### src/rtl/mips_pkg.sv
// Shared definitions for the multicycle MIPS control path.
//  - state_e      : sequencer state encoding (also exported on the debug port)
//  - OP_* / FN_*  : opcode and funct values the sequencer decodes
//  - select codes : reg_dst, mem_to_reg, pc_src, alu_op, ALU source muxes
//  - decode_next  : DECODE-state dispatch from opcode to the next state
package mips_pkg;

   typedef enum logic [3:0] {
      S_FETCH    = 4'd0,
      S_DECODE   = 4'd1,
      S_EXEC_R   = 4'd2,
      S_EXEC_I   = 4'd3,
      S_MEM_ADDR = 4'd4,
      S_MEM_RD   = 4'd5,
      S_MEM_WR   = 4'd6,
      S_WB_ALU   = 4'd7,
      S_WB_MEM   = 4'd8,
      S_BRANCH   = 4'd9,
      S_JUMP     = 4'd10,
      S_TRAP     = 4'd11
   } state_e;

   // opcodes (IR[31:26]) and funct (IR[5:0])
   localparam logic [5:0] OP_RTYPE = 6'b000000;
   localparam logic [5:0] OP_ADDI  = 6'b001000;
   localparam logic [5:0] OP_LW    = 6'b100011;
   localparam logic [5:0] OP_SW    = 6'b101011;
   localparam logic [5:0] OP_BEQ   = 6'b000100;
   localparam logic [5:0] OP_J     = 6'b000010;
   localparam logic [5:0] OP_JAL   = 6'b000011;
   localparam logic [5:0] FN_JR    = 6'b001000;

   // write-register select
   localparam logic [1:0] REGDST_RT = 2'd0;
   localparam logic [1:0] REGDST_RD = 2'd1;
   localparam logic [1:0] REGDST_RA = 2'd2;

   // write-data select
   localparam logic [1:0] M2R_ALUOUT = 2'd0;
   localparam logic [1:0] M2R_MDR    = 2'd1;
   localparam logic [1:0] M2R_PC     = 2'd2;

   // next-PC select
   localparam logic [1:0] PCSRC_ALU    = 2'd0;
   localparam logic [1:0] PCSRC_ALUOUT = 2'd1;
   localparam logic [1:0] PCSRC_JUMP   = 2'd2;
   localparam logic [1:0] PCSRC_RS     = 2'd3;

   // ALU operation class
   localparam logic [1:0] ALUOP_ADD   = 2'b00;
   localparam logic [1:0] ALUOP_SUB   = 2'b01;
   localparam logic [1:0] ALUOP_FUNCT = 2'b10;

   // ALU operand selects and memory address select
   localparam logic       SRCA_PC   = 1'b0;
   localparam logic       SRCA_RS   = 1'b1;
   localparam logic [1:0] SRCB_RT   = 2'd0;
   localparam logic [1:0] SRCB_ONE  = 2'd1;
   localparam logic [1:0] SRCB_IMM  = 2'd2;
   localparam logic       ADDR_PC   = 1'b0;
   localparam logic       ADDR_ALU  = 1'b1;

   // DECODE dispatch; anything not listed is illegal and traps
   function automatic state_e decode_next(input logic [5:0] op);
      state_e nxt;
      case (op)
         OP_RTYPE:     nxt = S_EXEC_R;
         OP_ADDI:      nxt = S_EXEC_I;
         OP_LW, OP_SW: nxt = S_MEM_ADDR;
         OP_BEQ:       nxt = S_BRANCH;
         OP_J, OP_JAL: nxt = S_JUMP;
         default:      nxt = S_TRAP;
      endcase
      return nxt;
   endfunction

endpackage

### src/rtl/seq_wait_timer.sv
// Memory-wait watchdog for the multicycle sequencer.
// Counts consecutive cycles a memory request is pending without mem_ready
// and flags the cycle in which the wait reaches TIMEOUT.
//  clock      in  system clock
//  reset      in  synchronous active-high reset
//  pending_i  in  request outstanding and mem_ready low this cycle
//  timeout_o  out this is the TIMEOUT-th consecutive waiting cycle
module seq_wait_timer #(
   parameter int TIMEOUT = 15
) (
   input  logic clock,
   input  logic reset,
   input  logic pending_i,
   output logic timeout_o
);

   localparam logic [7:0] LAST = 8'(TIMEOUT - 1);

   logic [7:0] cnt_q, cnt_d;

   // any cycle without a stalled request (ready seen, idle, or another
   // state) restarts the count
   always_comb begin
      cnt_d = 8'd0;
      if (pending_i) cnt_d = cnt_q + 8'd1;
   end

   always_ff @(posedge clock) begin
      if (reset) cnt_q <= 8'd0;
      else       cnt_q <= cnt_d;
   end

   // cnt_q holds the number of earlier waiting cycles, so this cycle is
   // the TIMEOUT-th one when cnt_q == TIMEOUT-1
   assign timeout_o = pending_i && (cnt_q == LAST);

endmodule

### src/rtl/multicycle_sequencer.sv
// Multicycle MIPS control sequencer.
// Steps the shared datapath (PC, IR, reg bank, ALU, unified memory) through
// fetch/decode/execute/memory/writeback, one memory port for both fetch and
// load/store with a ready handshake. Counts retired instructions and traps
// (sticky) on illegal opcodes or memory timeouts.
//  clock, reset          clock / synchronous active-high reset
//  run                   allow fetching the next instruction
//  opcode, funct         IR fields, valid from DECODE onward
//  zero                  ALU zero flag (beq)
//  mem_ready             memory completes the request this cycle
//  pc_write .. pc_src    datapath enables and mux selects
//  state                 current state (debug)
//  instr_done            pulse on the last cycle of each instruction
//  retired               retired-instruction count (wraps)
//  trap                  sticky trap flag
module multicycle_sequencer #(
   parameter int MEM_TIMEOUT = 15,
   parameter int CNT_W       = 32
) (
   input  logic             clock,
   input  logic             reset,
   input  logic             run,
   input  logic [5:0]       opcode,
   input  logic [5:0]       funct,
   input  logic             zero,
   input  logic             mem_ready,
   output logic             pc_write,
   output logic             ir_write,
   output logic             i_or_d,
   output logic             mem_read,
   output logic             mem_write,
   output logic             reg_write,
   output logic [1:0]       reg_dst,
   output logic [1:0]       mem_to_reg,
   output logic             alu_src_a,
   output logic [1:0]       alu_src_b,
   output logic [1:0]       alu_op,
   output logic [1:0]       pc_src,
   output logic [3:0]       state,
   output logic             instr_done,
   output logic [CNT_W-1:0] retired,
   output logic             trap
);

   import mips_pkg::*;

   state_e             state_q, state_d;
   logic [CNT_W-1:0]   retired_q;
   logic               trap_q;
   logic               mem_wait;
   logic               timeout;

   // a request is outstanding in FETCH (only while running) and in the two
   // data-access states; mem_ready anywhere else is ignored
   assign mem_wait = ((state_q == S_FETCH) && run) ||
                     (state_q == S_MEM_RD) || (state_q == S_MEM_WR);

   seq_wait_timer #(.TIMEOUT(MEM_TIMEOUT)) u_timer (
      .clock     (clock),
      .reset     (reset),
      .pending_i (mem_wait && !mem_ready),
      .timeout_o (timeout)
   );

   // next state and outputs; everything stays at its default while reset is
   // high so no write fires in a reset cycle
   always_comb begin
      state_d    = state_q;
      pc_write   = 1'b0;
      ir_write   = 1'b0;
      i_or_d     = ADDR_PC;
      mem_read   = 1'b0;
      mem_write  = 1'b0;
      reg_write  = 1'b0;
      reg_dst    = REGDST_RT;
      mem_to_reg = M2R_ALUOUT;
      alu_src_a  = SRCA_PC;
      alu_src_b  = SRCB_RT;
      alu_op     = ALUOP_ADD;
      pc_src     = PCSRC_ALU;
      instr_done = 1'b0;
      if (!reset) begin
         case (state_q)
            S_FETCH: begin
               if (run) begin
                  mem_read  = 1'b1;
                  i_or_d    = ADDR_PC;
                  alu_src_a = SRCA_PC;
                  alu_src_b = SRCB_ONE;
                  pc_src    = PCSRC_ALU;
                  if (mem_ready) begin
                     ir_write = 1'b1;
                     pc_write = 1'b1;
                     state_d  = S_DECODE;
                  end else if (timeout) begin
                     state_d  = S_TRAP;
                  end
               end
            end
            S_DECODE: begin
               // ALUOut <= PC+1 + imm, the beq target
               alu_src_a = SRCA_PC;
               alu_src_b = SRCB_IMM;
               alu_op    = ALUOP_ADD;
               state_d   = decode_next(opcode);
            end
            S_EXEC_R: begin
               if (funct == FN_JR) begin
                  pc_write   = 1'b1;
                  pc_src     = PCSRC_RS;
                  instr_done = 1'b1;
                  state_d    = S_FETCH;
               end else begin
                  alu_src_a = SRCA_RS;
                  alu_src_b = SRCB_RT;
                  alu_op    = ALUOP_FUNCT;
                  state_d   = S_WB_ALU;
               end
            end
            S_EXEC_I: begin
               alu_src_a = SRCA_RS;
               alu_src_b = SRCB_IMM;
               alu_op    = ALUOP_ADD;
               state_d   = S_WB_ALU;
            end
            S_WB_ALU: begin
               // shared by R-type and addi; IR still selects the destination
               reg_write  = 1'b1;
               reg_dst    = (opcode == OP_RTYPE) ? REGDST_RD : REGDST_RT;
               mem_to_reg = M2R_ALUOUT;
               instr_done = 1'b1;
               state_d    = S_FETCH;
            end
            S_MEM_ADDR: begin
               alu_src_a = SRCA_RS;
               alu_src_b = SRCB_IMM;
               alu_op    = ALUOP_ADD;
               state_d   = (opcode == OP_LW) ? S_MEM_RD : S_MEM_WR;
            end
            S_MEM_RD: begin
               i_or_d   = ADDR_ALU;
               mem_read = 1'b1;
               if (mem_ready)    state_d = S_WB_MEM;
               else if (timeout) state_d = S_TRAP;
            end
            S_MEM_WR: begin
               i_or_d    = ADDR_ALU;
               mem_write = 1'b1;
               if (mem_ready) begin
                  instr_done = 1'b1;
                  state_d    = S_FETCH;
               end else if (timeout) begin
                  state_d    = S_TRAP;
               end
            end
            S_WB_MEM: begin
               reg_write  = 1'b1;
               reg_dst    = REGDST_RT;
               mem_to_reg = M2R_MDR;
               instr_done = 1'b1;
               state_d    = S_FETCH;
            end
            S_BRANCH: begin
               // the subtract drives zero this cycle; taken branch loads ALUOut
               alu_src_a  = SRCA_RS;
               alu_src_b  = SRCB_RT;
               alu_op     = ALUOP_SUB;
               pc_src     = PCSRC_ALUOUT;
               pc_write   = zero;
               instr_done = 1'b1;
               state_d    = S_FETCH;
            end
            S_JUMP: begin
               pc_write   = 1'b1;
               pc_src     = PCSRC_JUMP;
               instr_done = 1'b1;
               // PC already holds PC+1, so the link value is taken from PC
               if (opcode == OP_JAL) begin
                  reg_write  = 1'b1;
                  reg_dst    = REGDST_RA;
                  mem_to_reg = M2R_PC;
               end
               state_d    = S_FETCH;
            end
            S_TRAP: begin
               state_d = S_TRAP;
            end
            default: begin
               state_d = S_TRAP;
            end
         endcase
      end
   end

   always_ff @(posedge clock) begin
      if (reset) begin
         state_q   <= S_FETCH;
         retired_q <= '0;
         trap_q    <= 1'b0;
      end else begin
         state_q <= state_d;
         if (instr_done)         retired_q <= retired_q + CNT_W'(1);
         if (state_d == S_TRAP)  trap_q    <= 1'b1;
      end
   end

   assign state   = state_q;
   assign retired = retired_q;
   assign trap    = trap_q;

endmodule

### config.mk
export PLATFORM = sky130hd
export DESIGN_NAME = multicycle_sequencer
export DESIGN_NICKNAME = d
export VERILOG_FILES = /design/src/rtl/mips_pkg.sv /design/src/rtl/seq_wait_timer.sv /design/src/rtl/multicycle_sequencer.sv
export SDC_FILE = /design/constraint.sdc
export NUM_CORES = 1
export LEC_CHECK = 0
export CAP_MARGIN = 20
export CORE_MARGIN = 3
export CORE_UTILIZATION = 57
export DETAILED_ROUTE_END_ITERATION = 7
export DONT_BUFFER_PORTS = 1
export HOLD_SLACK_MARGIN = 0.06
export PLACE_DENSITY = 0.79
export SETUP_SLACK_MARGIN = 0.1
export SLEW_MARGIN = 15
export SYNTH_ARGS = -nofsm -noshare
export SYNTH_HDL_FRONTEND = slang
export SYNTH_HIERARCHICAL = 1
export SYNTH_SLANG_ARGS = --single-unit
### constraint.sdc
create_clock -name clock -period 2.8 [get_ports clock]
set_input_delay 0.56 -clock clock [delete_from_list [all_inputs] [get_ports clock]]
set_output_delay 0.56 -clock clock [all_outputs]
set_load 0.05 [all_outputs]
After elaboration in Yosys (flattened, before gate mapping)
Index checks and enable logic that the tools add are counted.
{"block": "totals", "reg_bits": 45, "inputBits": 17, "output_inout_bits": 55, "word_cells": 89}
{"block": "classes", "n_addsub": 2, "n_eq_ne": 19, "muxes": 47, "bitwise_logic": 1, "n_reduce_logical": 16}
{"operator": "$add 32x1->32 const B", "n": 1}
{"operator": "$pmux 4 s8", "n": 1}
{"operator": "$mux 4", "n": 6}
{"operator": "$pmux 4 s5", "n": 1}
{"operator": "$mux 1", "n": 19}
{"operator": "$mux 2", "n": 9}
{"operator": "$eq 4x3->1 const B", "n": 4}
{"operator": "$eq 4x4->1 const B", "n": 4}
{"operator": "$pmux 2 s2", "n": 4}
{"operator": "$eq 6x2->1 const B", "n": 2}
{"operator": "$eq 6x4->1 const B", "n": 2}
{"operator": "$eq 6x6->1 const B", "n": 2}
{"operator": "$reduce_or 2->1", "n": 5}
{"operator": "$add 8x1->8 const B", "n": 1}
{"operator": "$eq 4x2->1 const B", "n": 2}
{"operator": "$eq 8x4->1 const B", "n": 1}
{"operator": "$eq 6x3->1 const B", "n": 1}
{"operator": "$logic_not 6->1", "n": 1}
{"operator": "$pmux 1 s2", "n": 3}
{"operator": "$pmux 2 s3", "n": 1}
{"operator": "$reduce_or 3->1", "n": 2}
{"operator": "$eq 4x1->1 const B", "n": 1}
{"operator": "$logic_not 4->1", "n": 1}
{"operator": "$pmux 1 s4", "n": 1}
{"operator": "7 further kinds", "n": 10}

Longest topological paths before layout
Gate-level depths: netlist (run 1).
{"block": "logic_depth", "ltp_word": 12, "depth_mapped": 14}

By module
Netlist (run 1), hierarchy kept.
{"mod": "multicycle_sequencer", "n_inst": 1, "cells_per_inst": 301, "area_per_inst_um2": 2363.5, "seq_area_each_um2": 740.7}
{"mod": "seq_wait_timer", "n_inst": 1, "cells_per_inst": 40, "area_per_inst_um2": 354.1, "seq_area_each_um2": 160.2}

Worst setup path before layout (run 1)
OpenSTA, ideal clock, no wires.
{"block": "synth_path", "path_kind": "register to output", "start": "register state_q[0], in the netlist state[0]", "end": "output port reg_dst[0]", "t_arrival_ns": 3.113, "required_ns": 2.240, "setup_slack_ns": -0.873, "stages_incl_launch_ff": 5, "n_path_buf": 1, "cell_sequence": "dfxtp_1 > clkbuf_1 > inv_1 > or3_1 > nor4b_1"}
{"block": "synth_between", "elab_chain_len": 3, "word_cells_on_any_way": 4}
{"item": "from (decl)", "line": "multicycle_sequencer.sv:47", "text": "state_e state_q, state_d;"}
{"item": "from (signal assigned)", "line": "multicycle_sequencer.sv:201", "text": "state_q <= state_d;"}
{"item": "$eq 4x4->1 or $eq 4x3->1 (tied branches)", "line": "multicycle_sequencer.sv:83", "text": "case (state_q)"}
{"item": "$pmux 2 s2 *", "line": "multicycle_sequencer.sv:83"}
{"item": "$mux 2 *", "line": "multicycle_sequencer.sv:82", "text": "if (!reset) begin"}
{"item": "to (decl)", "line": "multicycle_sequencer.sv:33", "text": "output logic [1:0] reg_dst,"}
Every way passes the cells marked *; elsewhere a longest branch is shown, timed or not.

Worst setup path in the final report (run 1)
{"block": "layout_path", "start": "register state_q[0], in the netlist state[0]", "end": "output port instr_done"}
{"block": "layout_between", "elab_chain_len": 4, "word_cells_on_any_way": 9}
{"item": "$eq 4x4->1 or $eq 4x3->1 (tied branches)", "line": "multicycle_sequencer.sv:83"}
{"item": "$reduce_or 4->1 (no source line)"}
{"item": "$pmux 1 s3 *", "line": "multicycle_sequencer.sv:83"}
{"item": "$mux 1 *", "line": "multicycle_sequencer.sv:82"}
{"item": "to (decl)", "line": "multicycle_sequencer.sv:40", "text": "output logic instr_done,"}
Marked as above.

==> flow_summary_export.csv, run 1 <==
group,metric,value,unit
synth,synth_fp_nets,361,
power,pwr-share-comb,40.1,%
setup_path,slowest_stage,"or4b_4",
die,die_h,75.1,µm
synth,syn_area,2720,µm²
synth,synth_seq_area_share,33.1,%
power,peakVddDrop,0.000452,V
detailed_routing,drt-initial-drc-count,191,
detailed_routing,wirelength,6.92,mm
setup_path,cp_max_fo,5,
global_routing,antenna_found_initial,0,
sta,hold_violations,0,
power,internal_power,1.27,mW
synth,ys_warn_count,6,
setup_path,crit_cells,6,
setup_path,worstRegToRegCells,8,
setup_path,critical_path_class,"reg2out",
placement,io_buffers,0,
sta,fin_crit_sh,93.6,%
synth,syn_inst,341,
power,clockPowerShare,23.9,%
sta,fmax,0.382,GHz
setup_path,path_cells,"buf_6 > or4b_4 > nor3_4 > or2_4 > and2_1 > buf_12",
detailed_routing,vias_per_cell,6.46,
setup_path,crit_path_end_kind,"output pin",
sta,setup_tns,0,ps
die,io_pins,72,
layout,finalNetCount,399,
setup_path,path_buf_inv,2,
layout,final_cell_mix,"49 x buf_4, 41 x dfxtp_1, 30 x a21oi_1",
sta,worst_slew_pin_slew,640,ps
layout,final_common_cell,"buf_4",
die,die-area,5630,µm²
sta,maxSlewHeadroom,57.3,%
die,die_w,75.1,µm
min_path,hold_path.class,"in2reg",
global_routing,grt.total_usage,24.5,%
synth,synth_ff_type,"dfxtp_1",
power,switchingPower,0.830,mW
clocking,clkLatencyLatePin,290,ps
power,p_total,2.09,mW
power,p_sw_share,39.6,%
clocking,root_buffer,"clkbuf_8",
synth,syn_area_per_cell,7.97,µm²
synth,async_reset_ff_share,0,%
clocking,htree_num_levels,2,
layout,area_delta_synth_final,21.8,%
synth,synth_edf_count,0,
clocking,numClockSinks,45,
setup_path,critical_path_required,2240,ps
power,leakagePower,1.16,nW
sta,period_minus_slack,2620,ps
detailed_routing,vias,2790,
power,power_density,633,nW/µm²
detailed_routing,routedWlPerCell,16.0,µm
job,max_cap_viol_count,0,
die,initial_utilization,60.7,%
detailed_routing,dr.pass1.iters,5,
setup_path,start_kind,"flop",
power,power.share.sequential,36.0,%
clocking,cts_tree,"yes",
sta,finClkSkew,9.61,ps
layout,drive_gt1_share,22.6,%
global_routing,grt_pass1_wl,11.1,mm
detailed_routing,drcViolationCount,0,
clocking,path_clk_slew,80,ps
placement,dp_hpwl,5.07,mm
die,rows,24,
setup_path,critical_path.top_delay_family,"simple AND/OR/NAND/NOR gates",
clocking,cts_buffers,5,
synth,synth_cell_types,53,
global_routing,grt_max_degree,51,
sta,setup_viol,0,
global_routing,grt_pass1_vias,2526,
clocking,clockBufferDepth,2,
sta,drv_slew,0,
sta,rsz0062_at_grt,"false",
setup_path,crit_arrival,2060,ps
layout,fillers,347,
min_path,holdPathStages,1,
die,coreArea,4470,µm²
global_routing,overflow,0,
synth,ys_ff_latch,45,
setup_path,max_stage_delay,570,ps
detailed_routing,ant_nets,0,
layout,antenna_cells,0,
run_status,status,"complete, no violations",
placement,gp_congestion,0.870,
worst paths after layout:
kind,slack [ps],startpoint,endpoint
worst max-delay path,180,state[0],instr_done
worst min-delay path,330,reset,retired[9]
worst max register to register,230,state[0],retired[31]
worst min register to register,490,u_timer/cnt_q[7],u_timer/cnt_q[7]
final cells by class:
cell class | count | area [µm²] | share of cell area, %
Clock buffer | 7 | 86.3 | 2.61
Clock inverter | 1 | 30.0 | 0.907
Inverter | 12 | 45.0 | 1.36
Multi-Input combinational cell | 264 | 1780 | 53.7
Sequential cell | 45 | 906 | 27.4
Tap cell | 52 | 65.1 | 1.97
Timing Repair Buffer | 51 | 399 | 12.1
metal layers:
layer  track usage, %  up-vias  wire [µm]
met1             30.0     1292       2850
met5                0        -          0
met4             7.51        0        118
li1                 -     1350          -
met2             42.4      131       3390
met3             5.74       17        561
kinds of logic after synthesis:
logic type / synth area share (%)
adders and majority gates: 1.38
AOI/OAI and AO/OA: 22.1
xor gates and xnor gates: 4.83
muxes: 1.11
DFF: 33.1
and+or+nand+nor: 32.6
buffers and inverters: 4.79
sequential cells by signal, summed over array words and instances (netlist names):
register / cells
trap: 1
state: 4
retired: 32
u_timer/cnt_q: 8
power groups by stage:
stage / Clock, mW / Sequential (mW) / Combinational, mW
global route: 0.537 / 0.763 / 0.893
CTS: 0.511 / 0.753 / 0.816
detailed placement: 0 / 0.768 / 0.812
floorplan: 0 / 0.827 / 0.548
global placement: 0 / 0.768 / 0.801
finish: 0.501 / 0.754 / 0.840
synth_stat cells (all sizes together), types with 4 or more instances:
cell type / count / area, µm²
nand2b: 7 / 43.8
nand2: 16 / 60.1
and3: 5 / 31.3
clkbuf: 15 / 56.3
nor4: 5 / 31.3
o31ai: 5 / 37.5
inv: 12 / 45.0
a21oi: 31 / 155
nor3: 15 / 86.3
o2111ai: 10 / 93.8
nand3: 13 / 65.1
buf: 5 / 28.8
xnor2: 4 / 35.0
or3: 22 / 138
nand4: 9 / 68.8
xor2: 11 / 96.3
and2: 6 / 37.5
nor2: 28 / 105
o21ai: 28 / 140
and4: 7 / 61.3
dfxtp: 45 / 901
per-stage QoR:
stage          hold slack, ps  area, µm²  setup slack (ps)  utilization [%]  instances
2_1_floorplan             453       2810             -60.7                -        341
3_3_place_gp              465       3170               315             70.9        422
3_5_place_dp              480       3170               256             70.9        422
4_1_cts                   324       3290               122             73.5        430
5_1_grt                   317       3310               110             74.0        432
6_report                  333       3310               180             74.0        432
what timing repair did:
action                     CTS  global route
setup endpoints to repair    0             2
gates resized for setup      0             3
hold buffers                 0             0
setup buffers                0             2
No activity file was read; power rests on OpenSTA's default activity.
==> run 2: changes to the inputs <==
--- a/config.mk
+++ b/config.mk
@@ -5,15 +5,16 @@
 export SDC_FILE = /design/constraint.sdc
 export NUM_CORES = 1
 export LEC_CHECK = 0
+export ABC_AREA = 1
 export CAP_MARGIN = 20
 export CORE_MARGIN = 3
-export CORE_UTILIZATION = 57
+export CORE_UTILIZATION = 58
 export DETAILED_ROUTE_END_ITERATION = 7
 export DONT_BUFFER_PORTS = 1
 export HOLD_SLACK_MARGIN = 0.06
-export PLACE_DENSITY = 0.79
+export PLACE_DENSITY = 0.8
 export SETUP_SLACK_MARGIN = 0.1
-export SLEW_MARGIN = 15
+export SLEW_MARGIN = 20
 export SYNTH_ARGS = -nofsm -noshare
 export SYNTH_HDL_FRONTEND = slang
 export SYNTH_HIERARCHICAL = 1
==> run 2 against run 1 <==
  * Non-clock buffer count down 5
  * Area after synthesis increased by 9.3%
  * Sequential power decreased by 4.6%
  * Power rose by 0.19%
  * Critical path depth rose by 2
  * Clock-buffer cell count decreased by 2
  * Clock skew grew 6.9 ps
  * Register-to-register slack better by 260 ps
  * Die area up 6.8%
  * Via count is 15% higher
  * Cell count up 38%
  * Global-route usage is 2.0 points higher
  * Critical path type unchanged
==> flow_summary_export.csv, run 2 <==
group,metric,value,unit
run_status,status,"complete, no violations",
sta,drv_slew,0,
synth,synth_common_cells,"138 x nand2_1, 83 x nor2_1, 45 x dfxtp_1, 39 x inv_1, 38 x a21oi_1",
sta,fin_crit_sh,88.7,%
setup_path,max_stage_delay,480,ps
global_routing,antenna_found_initial,0,
min_path,hold_path.class,"in2reg",
setup_path,cp_max_fo,11,
die,rows,25,
placement,dpl_cell_area,3370,µm²
layout,antenna_cells,0,
clocking,clkLatencyLatePin,310,ps
synth,synth_area_leader_cell,"dfxtp_1",
clocking,path_clk_slew,100,ps
synth,synth_top_area_share,30.3,%
synth,syn_inst,488,
placement,gp_congestion,0.962,
die,io_pins,72,
layout,finalNetCount,549,
detailed_routing,drcViolationCount,0,
synth,ys_warn_count,6,
layout,fillers,429,
synth,synth_most_common_cell,"nand2_1",
power,leakagePower,1.50,nW
clocking,cts_buffers,5,
detailed_routing,wirelength,7.77,mm
setup_path,path_cells,"nand2_1 > nor2_1 > inv_2 > nor2_1 > nor2_1 > nand2_2 > nand2_2 > inv_2",
clocking,postCtsHoldBufs,0,
synth,synth_seq_area_share,30.3,%
placement,dp_hpwl,6.09,mm
detailed_routing,drt-initial-drc-count,249,
sta,setup_viol,0,
layout,drive_gt1_share,17.2,%
layout,fin_area,3510,µm²
synth,syn_area,2970,µm²
layout,final_cell_mix,"138 x nand2_1, 82 x nor2_1, 45 x buf_4, 45 x dfxtp_1, 39 x inv_1",
power,peakVddDrop,0.000378,V
setup_path,critical_path_required,2240,ps
synth,synth_fp_nets,508,
global_routing,overflow,0,
synth,synthTopCellsByArea,"dfxtp_1 30%, nand2_1 17%, nor2_1 10%",
die,initial_utilization,61.2,%
synth,synth_ff_type,"dfxtp_1",
sta,maxSlewHeadroom,54.0,%
sta,worst_slew_pin_slew,689,ps
layout,largest_reg_flops,32,
placement,io_buffers,0,
die,die_h,77.6,µm
sta,fmax,0.403,GHz
detailed_routing,ant_nets,0,
detailed_routing,routedWlPerCell,13.0,µm
sta,finClkSkew,16.5,ps
clocking,root_buffer,"clkbuf_8",
clocking,numClockSinks,45,
clocking,clockBufferDepth,2,
setup_path,crit_arrival,1920,ps
setup_path,critical_path_class,"reg2out",
die,coreArea,4850,µm²
clocking,cts_resized,0,
sta,timing.hold.ws,309,ps
synth,synth_cell_types,34,
synth,synth_edf_count,0,
clocking,cts_tree,"yes",
layout,final_common_cell,"nand2_1",
power,power_density,598,nW/µm²
job,max_cap_viol_count,0,
global_routing,grt_pass1_vias,2997,
global_routing,grt_max_degree,47,
sta,hold_violations,0,
layout,final_util,72.3,%
setup_path,start_kind,"flop",
global_routing,grt_pass1_wl,13.0,mm
setup_path,crit_path_end_kind,"output pin",
detailed_routing,vias_per_cell,5.38,
synth,async_reset_ff_share,0,%
layout,area_delta_synth_final,18.1,%
die,die_w,77.6,µm
synth,ys_ff_latch,45,
die,die-area,6010,µm²
detailed_routing,vias,3213,
synth,syn_area_per_cell,6.08,µm²
setup_path,slowest_stage,"dfxtp_1",
clocking,htree_num_levels,2,
clocking,cts_setup_buffers,0,
detailed_routing,dr.pass1.iters,5,
setup_path,crit_path_frequent_cell,"nor2_1",
sta,rsz0062_at_grt,"false",
sta,period_minus_slack,2480,ps
global_routing,grt.total_usage,26.4,%
## run 2: cell count changes in the layout (fill, tap and decap cells not counted), sizes merged, moves of 15 or more
cell	delta
o21ai	-15
inv	+41
nand2	+126
or3	-22
nor2	+63
nand3	+19
## run 2: routing by layer
metal,global-route usage [%],share of wire [%],vias up
met1,29.2,41,1443
met2,48.6,51,106
met5,0,0,-
met4,9.79,1.5,0
met3,6.38,6.6,12
li1,-,-,1652
## run 2: cell type report
class / instances / area (µm²) / share of cell area [%]
sequential: 45 / 901 / 25.7
timing repair buffer: 46 / 358 / 10.2
tap: 67 / 83.8 / 2.39
inverter: 53 / 199 / 5.67
clock buffer: 5 / 68.8 / 1.96
clock inverter: 3 / 68.8 / 1.96
multi-input combinational: 378 / 1830 / 52.1
## run 2: stage by stage
stage / setup TNS [ps] / cells / worst slack [ps] / power [mW]
2_1_floorplan: -254 / 488 / -189 / 1.34
3_3_place_gp: 0 / 589 / 555 / 1.52
3_5_place_dp: 0 / 589 / 532 / 1.52
4_1_cts: 0 / 597 / 329 / 2.11
5_1_grt: 0 / 597 / 129 / 2.22
6_report: 0 / 597 / 317 / 2.10
## run 2: logic make-up after synthesis
family,Yosys count,share of synthesized area (%)
buffers and inverters,65,8.93
XOR/XNOR,19,5.60
AND/OR/NAND/NOR,300,44.0
adder cells (fa/ha/maj),3,1.26
AO/OA/AOI/OAI,56,9.82
flip-flops,45,30.3
## run 2: report_power, final
group	switching [mW]	internal (mW)
combinational	0.573	0.214
clock	0.234	0.359
sequential	0.0491	0.670
## run 2: worst paths after layout
kind	startpoint	to	cells past startpoint	slack (ps)
max	state[1]	instr_done	8	320
min	reset	retired[27]	1	310
max reg2reg	state[1]	retired[17]	13	490
min reg2reg	u_timer/cnt_q[0]	u_timer/cnt_q[0]	1	480
## run 2: critical path, delay by kind of cell (launching register included)
kind | cells | cell delay (ps)
DFF | 1 | 480
buffers and inverters | 2 | 300
and+or+nand+nor | 6 | 830
